File: config.mk
export PLATFORM = sky130hd
export DESIGN_NAME = wb_rr_arbiter
export DESIGN_NICKNAME = d
export VERILOG_FILES = /design/src/rtl/wb_rr_arbiter.sv
export SDC_FILE = /design/constraint.sdc
export NUM_CORES = 1
export LEC_CHECK = 0
export ABC_AREA = 0
export CAP_MARGIN = 10
export CORE_AREA = 2 2 118 120
export CTS_CLUSTER_SIZE = 16
export DETAILED_ROUTE_END_ITERATION = 10
export DIE_AREA = 0 0 120 122
export GPL_ROUTABILITY_DRIVEN = 0
export PLACE_DENSITY = 0.65
export SLEW_MARGIN = 20
export SYNTH_ARGS = -nofsm -noshare
export SYNTH_HDL_FRONTEND = slang
export SYNTH_SLANG_ARGS = --single-unit
File: constraint.sdc
create_clock -name clk -period 2.65 [get_ports clk]
set_input_delay 0.53 -clock clk [delete_from_list [all_inputs] [get_ports clk]]
set_output_delay 0.53 -clock clk [all_outputs]
set_load 0.02 [all_outputs]
File: src/rtl/wb_rr_arbiter.sv
// Two-master round-robin arbiter in front of one pipelined Wishbone slave.
// The grant is registered and the granted path is combinational. Outstanding requests are capped, and hung cycles time out.
module wb_rr_arbiter #(
    parameter int unsigned AW        = 32,
    parameter int unsigned DW        = 32,
    parameter int unsigned MAX_OUTST = 4,
    parameter int unsigned TIMEOUT   = 255
) (
    input  logic          clk,
    input  logic          reset,
    input  logic          i_m0_cyc,
    input  logic          i_m0_stb,
    input  logic          i_m0_we,
    input  logic [AW-1:0] i_m0_addr,
    input  logic [DW-1:0] i_m0_data,
    output logic          o_m0_ack,
    output logic          o_m0_err,
    output logic          o_m0_stall,
    output logic [DW-1:0] o_m0_data,
    input  logic          i_m1_cyc,
    input  logic          i_m1_stb,
    input  logic          i_m1_we,
    input  logic [AW-1:0] i_m1_addr,
    input  logic [DW-1:0] i_m1_data,
    output logic          o_m1_ack,
    output logic          o_m1_err,
    output logic          o_m1_stall,
    output logic [DW-1:0] o_m1_data,
    output logic          o_s_cyc,
    output logic          o_s_stb,
    output logic          o_s_we,
    output logic [AW-1:0] o_s_addr,
    output logic [DW-1:0] o_s_data,
    input  logic          i_s_ack,
    input  logic          i_s_stall,
    input  logic [DW-1:0] i_s_data
);

    localparam int unsigned OW = $clog2(MAX_OUTST + 1);
    localparam int unsigned TW = (TIMEOUT > 2) ? $clog2(TIMEOUT) : 1;
    localparam logic [OW-1:0] OUTST_MAX = OW'(MAX_OUTST);
    localparam logic [TW-1:0] TMO_LAST  = TW'(TIMEOUT - 1);
    localparam bit            TMO_EN    = (TIMEOUT != 0);

    typedef enum logic [1:0] {IDLE, GNT0, GNT1, ABORT} state_e;

    state_e        state_q, state_d;
    logic          last_q, last_d;
    logic [OW-1:0] outst_q, outst_d;
    logic [TW-1:0] tmo_q, tmo_d;

    logic          sel_m1;
    logic          g_cyc;
    logic          g_stb;
    logic          g_stall;
    logic          cnt_ack;
    logic          accept;

    // Mux of the master that currently owns the slave
    assign sel_m1  = (state_q == GNT1);
    assign g_cyc   = sel_m1 ? i_m1_cyc : i_m0_cyc;
    assign g_stb   = g_cyc & (sel_m1 ? i_m1_stb : i_m0_stb) & (outst_q < OUTST_MAX);
    assign g_stall = i_s_stall | (outst_q == OUTST_MAX);
    assign cnt_ack = i_s_ack & (outst_q != '0);
    assign accept  = g_stb & ~i_s_stall;

    assign o_m0_data = i_s_data;
    assign o_m1_data = i_s_data;

    always_ff @(posedge clk) begin
        if (reset) begin
            state_q <= IDLE;
            last_q  <= 1'b1;
            outst_q <= '0;
            tmo_q   <= '0;
        end else begin
            state_q <= state_d;
            last_q  <= last_d;
            outst_q <= outst_d;
            tmo_q   <= tmo_d;
        end
    end

    always_comb begin
        state_d    = state_q;
        last_d     = last_q;
        outst_d    = outst_q;
        tmo_d      = tmo_q;
        o_s_cyc    = 1'b0;
        o_s_stb    = 1'b0;
        o_s_we     = 1'b0;
        o_s_addr   = '0;
        o_s_data   = '0;
        o_m0_ack   = 1'b0;
        o_m1_ack   = 1'b0;
        o_m0_err   = 1'b0;
        o_m1_err   = 1'b0;
        o_m0_stall = 1'b1;
        o_m1_stall = 1'b1;

        case (state_q)
            IDLE: begin
                outst_d = '0;
                tmo_d   = '0;
                // last_q==1 means m1 won most recently, so m0 takes a tie
                if (i_m0_cyc && (!i_m1_cyc || last_q)) begin
                    state_d = GNT0;
                    last_d  = 1'b0;
                end else if (i_m1_cyc) begin
                    state_d = GNT1;
                    last_d  = 1'b1;
                end
            end
            GNT0, GNT1: begin
                o_s_cyc  = g_cyc;
                o_s_stb  = g_stb;
                o_s_we   = sel_m1 ? i_m1_we   : i_m0_we;
                o_s_addr = sel_m1 ? i_m1_addr : i_m0_addr;
                o_s_data = sel_m1 ? i_m1_data : i_m0_data;
                if (sel_m1) begin
                    o_m1_stall = g_stall;
                    o_m1_ack   = cnt_ack;
                end else begin
                    o_m0_stall = g_stall;
                    o_m0_ack   = cnt_ack;
                end

                if (!g_cyc) begin
                    state_d = IDLE;
                    outst_d = '0;
                    tmo_d   = '0;
                end else begin
                    if (accept && !cnt_ack) begin
                        outst_d = outst_q + OW'(1);
                    end else if (!accept && cnt_ack) begin
                        outst_d = outst_q - OW'(1);
                    end

                    if (i_s_ack || (outst_q == '0)) begin
                        tmo_d = '0;
                    end else if (TMO_EN && (tmo_q == TMO_LAST)) begin
                        state_d = ABORT;
                    end else begin
                        tmo_d = tmo_q + TW'(1);
                    end
                end
            end
            ABORT: begin
                o_m0_err = ~last_q;
                o_m1_err = last_q;
                state_d  = IDLE;
                outst_d  = '0;
                tmo_d    = '0;
            end
            default: state_d = IDLE;
        endcase
    end

endmodule

==> parameters.txt, run 1 <==
Parameter                              Value

Worst setup path
  Arrival time worst endpoint ... 2.05 ns
  Launch point of the worst path ... i_s_ack
  Crit path required time ... 2.12 ns
  Nature of the critical path startpoint ... input pin
  Crit Path Category ... input pin to output port
  Max FO, Critical Path ... 3
  Endpoint type of the worst setup path ... output port
  Critical register-to-register path startpoint ... state_q[0]$_SDFFE_PP0P_

Cells and area
  Post-route core utilization ... 32.5%
  Antenna cells ... 0
  Number of nets in the layout ... 650
  Fraction of layout instances using a drive strength above 1 ... 8.69%
  Final instance area ... 4390 µm²
  Synthesis-to-finish area growth ... 83.9%
  Fillcell total ... 1461

STA
  Ratio of final minimum period to clock period ... 97.4%
  Final setup violation count ... 0
  Count of pins over their slew limit ... 0
  Highest attainable clock frequency ... 387 MHz
  Setup repair after global routing missed its margin ... no
  Slew margin rel. ... 56.0%
  Hold Slack ... 0.483 ns
  Slew of the pin with the lowest slew margin ... 0.655 ns
  Minimum clock period ... 2.58 ns
  Final hold viol count ... 0
  Post-route clock skew ... 0.00111 ns
  Worst Setup Slack, final ... 0.0693 ns

Global route
  Vias in the first global route ... 2750
  Initial antenna violation count ... 0
  All-layer global routing usage ... 13.4%
  First-pass GRT wire length ... 15.1 mm
  Maximum number of pins on one net before global-route repair ... 37
  Global-route congestion overflow total ... 0

Route
  Post-Route M1 WL ... 4.48 mm
  Highest signal layer in the routed design ... met4
  Met2 wirelength from detailed routing ... 5.00 mm
  Number of vias per cell ... 4.18
  Number of remaining DRC errors ... 0
  Average wire length per cell after detail routing ... 16.2 µm
  Routed via count ... 2725
  Total met3 wirelength after detailed routing ... 756 µm
  Drt total wl ... 10.6 mm
  Antenna-violating nets left ... 0
  Number of design-rule violations left by the first detailed-router iteration ... 101
  Drt first pass iters ... 4

Placed design
  Post-placement worst setup slack ... -0.164 ns
  Port Buffers ... 210
  Detailed placement HPWL ... 9.16 mm
  Area post-placement ... 4330 µm²

Power
  Pwr dens ... 810 nW/µm²
  Worst vdd ir ... 0.302 mV
  Tot Pwr ... 0.00356 W
  Leakage Power ... 1.87 nW

Logic synthesis
  FFs w/ async S/R, synth ... 0%
  Commonest cells in the netlist ... mux2i_1, nor2_1, buf_4
  Number of flops mapped to enable cells by yosys ... 0
  Avg Inst Size Synth ... 7.43 µm²
  Area leader, netlist ... mux2i_1
  Post-synthesis instance total ... 321
  Cell types occupying the most area after synthesis ... mux2i_1, buf_4, dfxtp_1
  Number of nets in the synthesized netlist ... 498
  Number of unique standard cell types used by synthesis ... 37
  Proportion of netlist area held by the largest area contributor ... 30.2%
  Number of register bits inferred by synthesis ... 14
  Ys Warns ... 0
  Share of synthesized area occupied by flip-flops and latches ... 11.7%
  Syn Std Cell Area ... 2390 µm²
  Most common flop cell mapped by yosys ... dfxtp_1

Die
  Horizontal die dimension ... 120 µm
  Die area ... 14600 µm²
  Vertical extent of the die ... 122 µm
  Num rows ... 43
  Number of ports placed on the die boundary ... 307
  Placeable Area ... 13500 µm²
  Initial core utilization ... 17.7%

Clock network
  Clock latency at the later pin of the worst-skew pair ... 0.25 ns
  Maximum root-to-sink buffer count ... 2
  H-tree lvl count ... 1
  Root buffer selected by CTS ... clkbuf_16
  Number of hold buffers added after CTS ... 0
  Number of buffers created by CTS ... 3
  Clock slew at the register clock pins of the worst setup and hold paths ... 0.05 ns
  Number of sinks handled by clock tree synthesis ... 14
  CTS tree ... built

Outcome
  Status ... complete, no violations

Job
  Number of max-cap violations ... 0

Min path
  Hold path startpoint ... tmo_q[6]$_SDFFE_PP0P_
  Type of the most critical hold path ... flop to flop
[layout by cell type, fill, tap and decap left out, drive strengths merged, types with 2 or more instances in the layout]
cell type      instances
mux2i                 73
o21ai                  2
nand2b                 2
nor2b                  3
o31a                   2
nor4                   2
xnor2                  2
a21oi                  3
nor3                   7
nand3                  8
buf                   26
nand3b                 4
inv                    9
nor2                  72
dlygate4sd2           60
and3b                  2
dlymetal6s2s           2
nand2                 11
clkbuf                 4
a211oi                 3
clkdlybuf4s50        141
ha                     6
dfxtp                 14
[kinds of logic after synthesis]
family                     share of synthesized area [%]
muxes                                               30.8
AOI/OAI and AO/OA                                   6.03
adders and majority gates                           3.99
buffers and inverters                               24.9
xor gates and xnor gates                           0.734
and+or+nand+nor                                     21.9
DFF                                                 11.7
[sequential cells by signal (all words and copies together) (netlist names)]
register / cells
outst_q: 3
last_q: 1
tmo_q: 8
state_q: 2
[cell type report]
type	instances	area [µm²]	area share, %
clock buffer	4	88.8	2.02
multi-input combinational	216	1540	35.2
sequential	14	280	6.39
inverter	9	36.3	0.827
timing repair buffer	229	2210	50.5
tap	180	225	5.13
[metrics by stage]
stage          instances  setup TNS [ns]
2_1_floorplan        321               0
3_3_place_gp         647          -0.261
3_5_place_dp         647          -0.268
4_1_cts              652               0
5_1_grt              652               0
6_report             652               0
[report_power, final]
part	leakage (nW)	total, W	switching, W	internal (W)
registers	0.113	0.000249	0.0000181	0.000231
clock network	0.0442	0.000328	0.0000989	0.000230
logic	1.71	0.00298	0.00171	0.00126
total	1.87	0.00356	0.00183	0.00172
[repair_timing]
item	4_1_cts	5_1_grt
endpoints found under the setup margin	63	2
buffers inserted	1	0
cloned	0	0
gates resized for setup	66	2
[final timing paths]
path | to | slack (ns) | cells after the start
min reg2reg | tmo_q[6]$_SDFFE_PP0P_ | 0.48 | 2
min | tmo_q[6]$_SDFFE_PP0P_ | 0.48 | 2
max reg2reg | outst_q[2]$_SDFFE_PP0P_ | 0.23 | 9
max | o_m1_ack | 0.07 | 4
[routing by layer]
metal  up-vias  GRT usage [%]
li1       1315              -
met1      1238           17.2
met2       134           21.9
met3        38           3.04
met4         0           4.85
met5         -              0
[critical path, stage by stage]
cell             delay, ns
clkdlybuf4s50_1       0.49
o31a_1                0.20
and3_1                0.19
clkdlybuf4s50_1       0.63
Power figures use the tool's default switching activity.
==> inputs of run 2 (changes only) <==
--- a/config.mk
+++ b/config.mk
@@ -13,6 +13,7 @@
 export DIE_AREA = 0 0 120 122
 export GPL_ROUTABILITY_DRIVEN = 0
 export PLACE_DENSITY = 0.65
+export SETUP_SLACK_MARGIN = 0.4
 export SLEW_MARGIN = 20
 export SYNTH_ARGS = -nofsm -noshare
 export SYNTH_HDL_FRONTEND = slang
==> run 2 against run 1 <==
  * Worst setup slack improved by 0.24 ns
  * Clock power barely moved
  * Largest cell class unchanged
  * Clock skew rose by 0.0014 ns
  * Count of clock-buffer cells in the layout did not move
  * Critical path depth rose by 4
  * Die area did not move
  * Combinational power rose by 29%
  * Sequential share of layout area fell by 0.63 points
  * Non-clock buffer count rose by 29
  * Final cell count rose by 4.4%
  * Total power rose by 25%
  * Fmax rose by 10%
==> parameters.txt, run 2 (synthesis results as in run 1) <==
Parameter                              Value

Cells and area
  Most frequent standard cell in the layout excluding fill and tap cells ... clkdlybuf4s50_1
  Registers with the highest flip-flop counts ... tmo_q: 8 flops, outst_q: 3 flops, state_q: 2 flops
  Largest register FFs ... 8 (unchanged)
  Post-route core utilization ... 36.4% (+3.9 points)
  Number of nets in the layout ... 679 (+4.5%)
  Most used cells in the layout excluding fill and tap cells ... clkdlybuf4s50_1, nor2_1, buf_4
  Synthesis-to-finish area growth ... 106%
  Register ranked first by flip-flop count ... tmo_q
  Antenna cells ... 0 (unchanged)
  Fraction of layout instances using a drive strength above 1 ... 31.5% (+23 points)

Clock network
  Clock latency at the later pin of the worst-skew pair ... 0.25 ns (about the same)
  Number of buffers created by CTS ... 3 (unchanged)
  H-tree lvl count ... 1 (unchanged)
  CTS tree ... built
  Clock slew at the register clock pins of the worst setup and hold paths ... 0.05 ns (about the same)
  Number of sinks handled by clock tree synthesis ... 14 (unchanged)
  Maximum root-to-sink buffer count ... 2 (unchanged)
  Root buffer selected by CTS ... clkbuf_16

Worst setup path
  Arrival time worst endpoint ... 1.81 ns (-0.24 ns)
  Nature of the critical path startpoint ... flop
  Endpoint type of the worst setup path ... output port
  Crit Path Category ... flop to output port
  Crit path required time ... 2.12 ns (about the same)
  Max FO, Critical Path ... 6 (+3)

STA
  Ratio of final minimum period to clock period ... 88.4% (-9.0 points)
  Count of pins over their slew limit ... 0 (unchanged)
  Post-route clock skew ... 0.00251 ns (+0.00140 ns)
  Highest attainable clock frequency ... 427 MHz (+10%)
  Minimum clock period ... 2.34 ns (-0.239 ns)
  Total negative slack for setup checks ... 0 ns (unchanged)
  Slew margin rel. ... 57.0% (+0.98 points)
  Final hold viol count ... 0 (unchanged)
  Final setup violation count ... 0 (unchanged)
  Slew of the pin with the lowest slew margin ... 0.640 ns (-0.0145 ns)
  Setup repair after global routing missed its margin ... yes

Global route
  Maximum number of pins on one net before global-route repair ... 26 (-30%)
  Most heavily used metal layer in global routing ... met2
  M2 GR Usage ... 23.8% (+1.9 points)
  Vias in the first global route ... 2842 (+3.3%)
  GR met3 Demand/Resource ... 2.95% (-0.094 points)
  First-pass GRT wire length ... 16.3 mm (+8.4%)
  All-layer global routing usage ... 14.7% (+1.3 points)
  M1 GR Usage ... 20.0% (+2.7 points)
  Initial antenna violation count ... 0 (unchanged)
  Global-route congestion overflow total ... 0 (unchanged)

Die
  Initial core utilization ... 17.7% (unchanged)
  Vertical extent of the die ... 122 µm (unchanged)
  Number of ports placed on the die boundary ... 307 (unchanged)
  Num rows ... 43 (unchanged)
  Horizontal die dimension ... 120 µm (unchanged)
  Placeable Area ... 13500 µm² (unchanged)
  Die area ... 14600 µm² (unchanged)

Route
  Drt first pass iters ... 4 (unchanged)
  Number of remaining DRC errors ... 0 (unchanged)
  Routed via count ... 2870 (+5.3%)
  Drt total wl ... 12.0 mm (+13%)
  Antenna-violating nets left ... 0 (unchanged)
  Number of design-rule violations left by the first detailed-router iteration ... 150 (+49%)
  Average wire length per cell after detail routing ... 17.6 µm (+8.4%)
  Number of vias per cell ... 4.21 (+0.84%)

Power
  Pwr dens ... 904 nW/µm² (+12%)
  Leakage Power ... 2.03 nW (+8.3%)
  Worst vdd ir ... 0.368 mV (+22%)
  Tot Pwr ... 0.00444 W (+25%)

Min path
  Type of the most critical hold path ... flop to flop

Job
  Number of max-cap violations ... 0 (unchanged)

Placed design
  Port Buffers ... 210 (unchanged)
  Detailed placement HPWL ... 9.16 mm (unchanged)

Outcome
  Status ... complete, no violations
[run 2: metal layers]
metal	wire length [µm]	share of wire, %
met3	772	6.4
met1	5260	44
met4	235	2.0
met5	0	0
met2	5710	48
[run 2: layout make-up]
class,count,area (µm²)
sequential,14,283
clock buffer,4,88.8
multi-input combinational,216,1760
fill,1423,8590
inverter,9,41.3
timing repair buffer,258,2510
tap,180,225
[run 2: worst max-delay path, stage by stage, from the launching register on]
cell,delay [ns]
dfxtp_2,0.33
buf_6,0.12
ha_4,0.16
buf_12,0.15
mux2i_4,0.19
buf_6,0.13
buf_4,0.12
nor3_2,0.17
buf_4,0.19
[run 2: what timing repair did]
action / in CTS / in global routing
gates cloned: 5 / 2
buffers inserted: 11 / 12
setup endpoints to repair: 73 / 67
hold buffers: 0 / 0
resized for setup: 264 / 53
pin swaps: 3 / 6
[run 2: final timing paths]
check / from / end / slack, ns / depth (start not counted)
hold / removal: tmo_q[6]$_SDFFE_PP0P_ / tmo_q[6]$_SDFFE_PP0P_ / 0.48 / 2
hold reg to reg: tmo_q[6]$_SDFFE_PP0P_ / tmo_q[6]$_SDFFE_PP0P_ / 0.48 / 2
setup / recovery: state_q[1]$_SDFFE_PP0P_ / o_s_stb / 0.31 / 8
setup reg to reg: state_q[1]$_SDFFE_PP0P_ / outst_q[2]$_SDFFE_PP0P_ / 0.32 / 13
[run 2: through the flow]
step | setup slack [ns] | cells | area [µm²] | hold WS (ns)
after floorplan | 0.442 | 321 | 2390 | 0.452
after global placement | -0.199 | 647 | 4330 | 0.469
after detailed placement | -0.164 | 647 | 4330 | 0.477
after CTS | 0.310 | 667 | 4660 | 0.484
after global routing | 0.223 | 681 | 4910 | 0.509
final | 0.309 | 681 | 4910 | 0.483
[run 2: power breakdown]
group | leakage (nW) | internal (W) | switching, W
Sequential | 0.114 | 0.000234 | 0.0000220
Clock | 0.0442 | 0.000229 | 0.0000980
Combinational | 1.87 | 0.00187 | 0.00198
